===== src/rtl/prog_loader.sv =====
// Program loader / run controller: streams words into instruction memory, then runs the core for a cycle budget.
// Optional checksum verification of the loaded image is enabled with PROG_LOADER_CHECKSUM_EN.
module prog_loader #(
    parameter int INST_W   = 16,
    parameter int ADDR_W   = 4,
    parameter int CYC_W    = 16,
    parameter int RST_HOLD = 2
) (
    input  logic              CLK,
    input  logic              RESET,
    input  logic              start,
    input  logic              abort,
    input  logic [ADDR_W:0]   num_words,
    input  logic [CYC_W-1:0]  run_cycles,
    input  logic              in_valid,
    input  logic [INST_W-1:0] in_data,
`ifdef PROG_LOADER_CHECKSUM_EN
    input  logic [INST_W-1:0] expected_sum,
    output logic [INST_W-1:0] checksum,
    output logic              sum_err,
`endif
    output logic              in_ready,
    output logic              mem_we,
    output logic [ADDR_W-1:0] mem_addr,
    output logic [INST_W-1:0] mem_wdata,
    output logic              core_reset,
    output logic              running,
    output logic              done,
    output logic              timeout,
    output logic [ADDR_W:0]   word_count
);

    localparam int DEPTH  = 1 << ADDR_W;
    localparam int HOLD_W = (RST_HOLD < 2) ? 1 : $clog2(RST_HOLD + 1);

    typedef enum logic [2:0] {S_IDLE, S_LOAD, S_SETTLE, S_RUN, S_STOP} state_t;

    state_t              state_reg,   state_next;
    logic [ADDR_W:0]     n_reg,       n_next;
    logic [CYC_W-1:0]    budget_reg,  budget_next;
    logic [ADDR_W:0]     wc_reg,      wc_next;
    logic [HOLD_W-1:0]   settle_reg,  settle_next;
    logic [CYC_W-1:0]    run_cnt_reg, run_cnt_next;
    logic                we_reg,      we_next;
    logic [ADDR_W-1:0]   addr_reg,    addr_next;
    logic [INST_W-1:0]   wdata_reg,   wdata_next;
    logic                timeout_reg, timeout_next;
    logic [ADDR_W:0]     wc_inc;
`ifdef PROG_LOADER_CHECKSUM_EN
    logic [INST_W-1:0]   sum_reg,     sum_next;
    logic [INST_W-1:0]   exp_reg,     exp_next;
    logic                serr_reg,    serr_next;
    logic [INST_W-1:0]   sum_inc;

    assign sum_inc = sum_reg + in_data;
`endif

    assign wc_inc = wc_reg + 1'b1;

    always_ff @(posedge CLK or negedge RESET) begin
        if (!RESET) begin
            state_reg   <= S_IDLE;
            n_reg       <= '0;
            budget_reg  <= '0;
            wc_reg      <= '0;
            settle_reg  <= '0;
            run_cnt_reg <= '0;
            we_reg      <= 1'b0;
            addr_reg    <= '0;
            wdata_reg   <= '0;
            timeout_reg <= 1'b0;
`ifdef PROG_LOADER_CHECKSUM_EN
            sum_reg     <= '0;
            exp_reg     <= '0;
            serr_reg    <= 1'b0;
`endif
        end else begin
            state_reg   <= state_next;
            n_reg       <= n_next;
            budget_reg  <= budget_next;
            wc_reg      <= wc_next;
            settle_reg  <= settle_next;
            run_cnt_reg <= run_cnt_next;
            we_reg      <= we_next;
            addr_reg    <= addr_next;
            wdata_reg   <= wdata_next;
            timeout_reg <= timeout_next;
`ifdef PROG_LOADER_CHECKSUM_EN
            sum_reg     <= sum_next;
            exp_reg     <= exp_next;
            serr_reg    <= serr_next;
`endif
        end
    end

    always_comb begin
        state_next   = state_reg;
        n_next       = n_reg;
        budget_next  = budget_reg;
        wc_next      = wc_reg;
        settle_next  = settle_reg;
        run_cnt_next = run_cnt_reg;
        we_next      = 1'b0;
        addr_next    = addr_reg;
        wdata_next   = wdata_reg;
        timeout_next = timeout_reg;
`ifdef PROG_LOADER_CHECKSUM_EN
        sum_next     = sum_reg;
        exp_next     = exp_reg;
        serr_next    = serr_reg;
`endif
        case (state_reg)
            S_IDLE, S_STOP: begin
                if (start) begin
                    n_next       = (num_words > (ADDR_W+1)'(DEPTH)) ? (ADDR_W+1)'(DEPTH) : num_words;
                    budget_next  = run_cycles;
                    wc_next      = '0;
                    settle_next  = '0;
                    run_cnt_next = '0;
                    timeout_next = 1'b0;
`ifdef PROG_LOADER_CHECKSUM_EN
                    sum_next     = '0;
                    exp_next     = expected_sum;
                    serr_next    = 1'b0;
`endif
                    state_next   = (num_words == '0) ? S_SETTLE : S_LOAD;
                end
            end
            S_LOAD: begin
                // An accept coinciding with abort is dropped entirely, including its write.
                if (abort) begin
                    state_next   = S_STOP;
                    timeout_next = 1'b0;
                end else if (in_valid) begin
                    we_next    = 1'b1;
                    addr_next  = wc_reg[ADDR_W-1:0];
                    wdata_next = in_data;
                    wc_next    = wc_inc;
`ifdef PROG_LOADER_CHECKSUM_EN
                    sum_next   = sum_inc;
`endif
                    if (wc_inc == n_reg) begin
                        settle_next = '0;
                        state_next  = S_SETTLE;
`ifdef PROG_LOADER_CHECKSUM_EN
                        if (sum_inc != exp_reg) begin
                            serr_next  = 1'b1;
                            state_next = S_STOP;
                        end
`endif
                    end
                end
            end
            S_SETTLE: begin
                if (abort) begin
                    state_next   = S_STOP;
                    timeout_next = 1'b0;
                end else if (settle_reg == HOLD_W'(RST_HOLD - 1)) begin
                    run_cnt_next = '0;
                    state_next   = S_RUN;
                end else begin
                    settle_next = settle_reg + 1'b1;
                end
            end
            S_RUN: begin
                if (abort) begin
                    state_next   = S_STOP;
                    timeout_next = 1'b0;
                end else if ((budget_reg != '0) && (run_cnt_reg == budget_reg - CYC_W'(1))) begin
                    state_next   = S_STOP;
                    timeout_next = 1'b1;
                end else begin
                    run_cnt_next = run_cnt_reg + 1'b1;
                end
            end
            default: state_next = S_IDLE;
        endcase
    end

    assign in_ready   = (state_reg == S_LOAD);
    assign core_reset = (state_reg != S_RUN);
    assign running    = (state_reg == S_RUN);
    assign done       = (state_reg == S_STOP);
    assign timeout    = timeout_reg;
    assign word_count = wc_reg;
    assign mem_we     = we_reg;
    assign mem_addr   = addr_reg;
    assign mem_wdata  = wdata_reg;
`ifdef PROG_LOADER_CHECKSUM_EN
    assign checksum   = sum_reg;
    assign sum_err    = serr_reg;
`endif

endmodule


===== config.mk =====
export PLATFORM = sky130hd
export DESIGN_NAME = prog_loader
export DESIGN_NICKNAME = d
export VERILOG_FILES = /design/src/rtl/prog_loader.sv
export SDC_FILE = /design/constraint.sdc
export NUM_CORES = 1
export LEC_CHECK = 0
export ABC_CLOCK_PERIOD_IN_PS = 5700
export CAP_MARGIN = 40
export CORE_MARGIN = 8
export CORE_UTILIZATION = 56
export DETAILED_ROUTE_END_ITERATION = 7
export HOLD_SLACK_MARGIN = 0.1
export PLACE_DENSITY = 0.95
export SLEW_MARGIN = 15
export SYNTH_ARGS = -nofsm -noshare
export SYNTH_HDL_FRONTEND = slang
export SYNTH_SLANG_ARGS = --single-unit

===== constraint.sdc =====
create_clock -name CLK -period 5.7 [get_ports CLK]
set_clock_uncertainty 0.05 [all_clocks]
set_input_delay 0.57 -clock CLK [delete_from_list [all_inputs] [get_ports CLK]]
set_output_delay 0.57 -clock CLK [all_outputs]
set_load 0.05 [all_outputs]

==> results of run 1 <==
synthesized netlist by cell type (3+ instances only):
cell type and number:
a21oi_1 12, buf_1 3, clkbuf_1 12, dfrtp_1 69
ha_1 5, inv_1 13, mux2_2 18, nand2_1 94
nand2b_1 13, nand3_1 17, nand4_1 4, nor2_1 13
nor2b_1 3, nor3_1 10, nor3b_1 4, nor4_1 3
o211ai_1 12, o21ai_0 16, o311ai_0 5, o31ai_1 7
o41ai_1 3, or3_1 9, or4_1 5, xnor2_1 16
xor2_1 7
final cells by class:
class	instances	area share
well taps	80	0.02063
inverters	14	0.01083
clock inverters	7	0.01548
repair buffers	78	0.1679
flip-flops and latches	69	0.3559
clock buffers	9	0.02554
diodes	1	0.0005159
multi-input cells	313	0.4031
critical path, delay by kind of cell (launching register included):
| kind | cells | cell delay, ns |
|---|---|---|
| buffers and inverters | 2 | 0.36 |
| muxes | 1 | 0.15 |
| DFF | 1 | 0.44 |
| adders and majority gates | 1 | 0.26 |
| AOI/OAI and AO/OA | 2 | 0.40 |
| xor gates and xnor gates | 1 | 0.15 |
| and+or+nand+nor | 4 | 1.79 |
power by group through the flow:
stage	clock network, mW	logic, mW	registers [mW]
final	0.405	0.989	0.818
after global routing	0.430	1.06	0.845
after CTS	0.410	0.986	0.816
after detailed placement	0	0.977	0.823
after global placement	0	0.924	0.806
after floorplan	0	0.506	0.966
worst min path at each step:
stage | from | to | slack [ns] | cells past startpoint
after CTS | RESET | budget_reg[11] | 0.39 | 2
after floorplan | RESET | budget_reg[0] | 0.22 | 0
after global placement | mem_wdata[11] | mem_wdata[11] | 0.41 | 2
final | mem_wdata[1] | mem_wdata[1] | 0.43 | 2
after detailed placement | mem_wdata[1] | mem_wdata[1] | 0.41 | 2
after global routing | mem_wdata[1] | mem_wdata[1] | 0.45 | 2
kinds of logic after synthesis:
group                      synth area share
AOI/OAI and AO/OA                    0.1381
xor gates and xnor gates            0.05254
adders and majority gates           0.01632
buffers and inverters               0.04177
DFF                                  0.4504
muxes                               0.05809
and+or+nand+nor                      0.2428
metal layers:
layer	wire length, um	GRT usage
met2	5412	0.3779
met5	0	0
met1	4032	0.2388
met4	465	0.1228
met3	574	0.06272
metrics by stage:
stage	instance area (um^2)	utilization	hold WS, ns	total power, mW
after global routing	4851	0.7220	0.4479	2.333
after floorplan	3834	-	0.2244	1.473
after CTS	4811	0.7160	0.3915	2.212
after detailed placement	4612	0.6864	0.4136	1.800
final	4851	0.7220	0.4344	2.213
after global placement	4558	0.6784	0.4077	1.730
cell usage in the layout (no fill, tap or decap), types with 4 or more instances in the layout:
master           instances
nand2_1                 94
clkdlybuf4s50_1         71
dfrtp_1                 69
mux2_2                  18
nand3_1                 17
xnor2_1                 16
o21ai_0                 16
inv_1                   13
nor2_1                  13
nand2b_1                13
a21oi_1                 12
o211ai_1                12
nor3_1                  10
or3_1                    9
clkbuf_8                 9
xor2_1                   7
o31ai_1                  7
or4_1                    5
o311ai_0                 5
ha_1                     5
nor3b_1                  4
nand4_1                  4
repair_timing:
item / 4_1_cts / 5_1_grt
hold buffers: 0 / 1
endpoints found under the hold margin: 0 / 9
buffers inserted: 0 / 0
==> metrics.txt, run 1 <==
top cell type's share of synthesized area 0.4504; row count 30; Max IR drop VDD 0.3080 mV; RSZ-0062 raised after global routing false; sw frac 0.4417; first-pass GRT wire length 17.30 mm; Critical Path Sink Type register; cells after synthesis 417; final net count 532; post-route antenna net violation count 0; Initial Util 0.5706; final setup violation count 0; # IOs 73; post-synthesis sequential area ratio 0.4504; Yosys Warn Count 0; CP max FO 17; dpl cells 552; Starting DRT DRC Count 214; worst path arrival time 3.91 ns; top_reg_cell synth dfrtp_1; non-filler cells, final 571; Max Slew Vio Count 0; H-tree levels 3; Clock Latency Late Sink 0.35 ns; pre-CTS WS 2.044 ns; total track usage 0.2202; sequential share of power 0.370; Syn-to-layout area delta 26.53%; vias in the first global route 3596; ys async rst share 1.000; reg2reg start budget_reg[0]; initial antenna violation count 1; Final HPWL DP 7.380 mm; root buffer cell clkbuf_8; r2r setup slk 1.98 ns; Startpoint Class register; Buffers on Ports 72; min Tclk post-route 3.723 ns; HP Class reg -> reg; die area 9750 um^2; leading area contributor after synthesis dfrtp_1; Clk pwr share 0.183; Filler Cells Inserted 447; Power Density 456.2 nW/um^2; Net Switching 977.5 uW; status finished clean; Max Cap Violations 0; crit-path cells inv_1, ha_1, or4b_1, or3_1, xnor2_1, mux2i_1, a21oi_1, nor4_4, buf_6, nor3b_1, a211o_1; top post-synthesis cells by area dfrtp_1 (45%), nand2_1 (9.2%), mux2_2 (5.3%); ratio of cells with drive above 1 in the final layout 0.09796; Gate power share 0.447; Cell Area, Synth 3834 um^2; largest net degree at the start of global routing 70; GRT overflow 0; synth unique cells 60; die height 98.74 um; Power Internal 1.235 mW; Lkg Pwr 2.027 nW; Setup TNS 0 ns; Sink Count 69; Fin. Hold Viols 0; syn nets 464; CTS clk-pin slew, worst paths 0.08 ns; Register-to-Register Path Depth 11; Die X 98.74 um; CP endpoint run_cnt_reg[1]; Max clock buf depth 2; Core Box Area 6719 um^2; reg-to-reg endpoint run_cnt_reg[1]; CP max stage delay 0.66 ns; routed vias 3490; DRC Markers 0; area of the multi-input gates 1956 um^2; critical path startpoint budget_reg[0]; DR WL/cell 18.36 um; Worst Path Required 5.89 ns; Final WS setup 1.977 ns; fin crit share 0.6531; Slew @ Worst Pin 0.6989 ns; DR vias/cell 6.112; #FFs+latches synth 69; gpl congestion 0.8408; Post-synth EDFFs 0; drt first pass iters 5; Mean Syn Cell Area 9.193 um^2; CP Class reg -> reg; Detailed Route WL 10.48 mm; Slowest-stage cell, CP nor4_4; highest achievable clock rate 0.2686 GHz; register area 1727 um^2; count of cells resized by post-cts repair 0; CTS tree built; CTS Buf Count 9; Slew HR 0.5306
No activity file was read; power rests on OpenSTA's default activity.
==> run 2, diff against run 1 <==
--- a/config.mk
+++ b/config.mk
@@ -5,13 +5,13 @@
 export SDC_FILE = /design/constraint.sdc
 export NUM_CORES = 1
 export LEC_CHECK = 0
-export ABC_CLOCK_PERIOD_IN_PS = 5700
+export ABC_CLOCK_PERIOD_IN_PS = 3000
 export CAP_MARGIN = 40
 export CORE_MARGIN = 8
-export CORE_UTILIZATION = 56
+export CORE_UTILIZATION = 47
 export DETAILED_ROUTE_END_ITERATION = 7
 export HOLD_SLACK_MARGIN = 0.1
-export PLACE_DENSITY = 0.95
+export PLACE_DENSITY = 0.87
 export SLEW_MARGIN = 15
 export SYNTH_ARGS = -nofsm -noshare
 export SYNTH_HDL_FRONTEND = slang
==> constraint.sdc (replaced) <==
create_clock -name CLK -period 3 [get_ports CLK]
set_clock_uncertainty 0.05 [all_clocks]
set_input_delay 0.3 -clock CLK [delete_from_list [all_inputs] [get_ports CLK]]
set_output_delay 0.3 -clock CLK [all_outputs]
set_load 0.05 [all_outputs]
==> run 2 against run 1 <==
  * The flow now finishes with violations (setup timing)
  * Critical path type unchanged
  * Non-clock buffer count grew 26
  * Cell count grew 8.8%
  * Utilization shrank 6.9 points
  * Wire length grew 0.11%
  * Via count grew 1.2%
  * Largest power group unchanged
  * Largest cell class unchanged
==> metrics.txt, run 2 (synthesis results as in run 1) <==
status complete, but fails checks; failing checks setup timing; worst path arrival time 3.28 ns (-0.63 ns); CTS clk-pin slew, worst paths 0.09 ns (about the same); die height 106.3 um (+7.7%); # IOs 73 (unchanged); met1 global-route usage 0.2068 (-0.03197); row count 33 (+10%); Lkg Pwr 2.198 nW (+8.5%); DR WL/cell 16.90 um (-7.9%); highest achievable clock rate 0.3300 GHz (+23%); gpl congestion 0.8878 (+5.6%); Filler Cells Inserted 643 (+44%); routed vias 3533 (+1.2%); Starting DRT DRC Count 162 (-24%); die area 11300 um^2 (+16%); register area 1727 um^2 (unchanged); Critical Path Sink Type register; Detailed Route WL 10.50 mm (+0.11%); Worst Path Required 3.25 ns (-2.64 ns); Slew HR 0.5208 (-0.009801); H-tree levels 3 (unchanged); ratio of cells with drive above 1 in the final layout 0.1899 (+0.09196); Power Density 835.4 nW/um^2 (+83%); met2 usage 0.3065 (-0.07133); RSZ-0062 raised after global routing true; DRC Markers 0 (unchanged); GRT overflow 0 (unchanged); CP Class reg -> reg; final setup violation count 2 (+2); pre-CTS WS -0.1352 ns (-2.179 ns); Final WS setup -0.03064 ns (-2.008 ns); Max Slew Vio Count 0 (unchanged); CTS tree built; Global Route met3 Usage 0.05505 (-0.007669); commonest non-fill, non-tap cell in the layout nand2_1; area of the multi-input gates 2141 um^2 (+9.5%); Max IR drop VDD 0.6471 mV (+110%); min Tclk post-route 3.031 ns (-0.6923 ns); grt peak-use layer met2; r2r setup slk -0.03 ns (-2.01 ns); power consumption 4.389 mW (+98%); Max Cap Violations 0 (unchanged); Fin. Hold Viols 0 (unchanged); fin crit share 1.010 (+0.3571); Slew @ Worst Pin 0.7180 ns (+0.01916 ns); CP max FO 6 (-11); largest net degree at the start of global routing 36 (-49%); DR vias/cell 5.689 (-6.9%); Die X 106.3 um (+7.7%); # diodes 0 (-1); Buffers on Ports 72 (unchanged); first-pass GRT wire length 17.03 mm (-1.6%); most frequent cells in the layout nand2_1 (94), clkdlybuf4s50_1 (71), dfrtp_1 (69); final net count 558 (+4.9%); Register-to-Register Path Depth 10 (-1); post-route antenna net violation count 0 (unchanged); CTS Buf Count 9 (unchanged); drt first pass iters 4 (-1); vias in the first global route 3629 (+0.92%); Clock Latency Late Sink 0.36 ns (about the same); initial antenna violation count 0 (-1); Syn-to-layout area delta 37.04%; Sink Count 69 (unchanged); Startpoint Class register; Final HPWL DP 7.416 mm (+0.49%); root buffer cell clkbuf_8; Max clock buf depth 2 (unchanged); Initial Util 0.4761 (-0.09443); HP Class in -> async; total track usage 0.1819 (-0.03829); Core Box Area 8051 um^2 (+20%)
run 2: cell types whose count changed in the layout (fill, tap and decap cells not counted), sizes merged, moves of 2 or more:
| cell | previous run | this run |
|---|---|---|
| clkinvlp | 3 | 1 |
| inv | 14 | 19 |
| buf | 6 | 31 |
| clkinv | 3 | 1 |
run 2: power breakdown:
group	internal, mW	total (mW)	leakage, nW	switching [mW]
sequential	1.21	1.49	0.892	0.279
combinational	0.905	2.15	1.21	1.25
clock	0.329	0.752	0.0981	0.424
run 2: critical path, stage by stage, from the launching register on:
cell and delay (ns):
dfrtp_1 0.39, or4_4 0.55, or4_4 0.45, nor2_4 0.11, xnor2_2 0.06, or4_4 0.53, nor4_4 0.23, buf_4 0.20
clkbuf_16 0.15, a21oi_1 0.06, o21ba_1 0.21
run 2: area by class of cell:
class,count,share of cell area
Tap cell,105,0.02501
Clock buffer,9,0.02358
Inverter,14,0.01000
Clock inverter,7,0.01334
Timing Repair Buffer,104,0.1920
Multi-Input combinational cell,313,0.4075
Sequential cell,69,0.3287
run 2: repair_timing:
action / CTS / global route
gates cloned: 0 / 2
setup buffers: 0 / 4
pin swaps: 0 / 10
resized for setup: 11 / 24
hold endpoints to repair: 33 / 0
hold buffers: 1 / 0
endpoints found under the setup margin: 10 / 18
run 2: path summary, 6_finish.rpt:
kind	from	end
max	budget_reg[9]	run_cnt_reg[0]
min	RESET	word_count[0]
max reg2reg	budget_reg[9]	run_cnt_reg[0]
min reg2reg	mem_wdata[15]	mem_wdata[15]
max in group asynchronous	RESET	state_reg[1]
min in group CLK	in_data[2]	mem_wdata[2]
run 2: metrics by stage:
step / cell area (um^2) / TNS [ns] / cells / hold slack [ns] / utilization
2_1_floorplan: 3845 / -0.003387 / 417 / -0.04559 / -
3_3_place_gp: 4786 / -0.0004230 / 597 / 0.3689 / 0.5944
3_5_place_dp: 4786 / -0.7414 / 597 / 0.3749 / 0.5944
4_1_cts: 5035 / -0.002361 / 614 / 0.3980 / 0.6253
5_1_grt: 5254 / -1.558 / 621 / 0.4126 / 0.6525
6_report: 5254 / -0.03901 / 621 / 0.4076 / 0.6525
run 2: layer usage:
layer / share of wire / vias to the layer above
met5: 0 / -
met1: 0.40 / 1719
li1: - / 1673
met2: 0.51 / 114
met3: 0.056 / 27
met4: 0.030 / 0
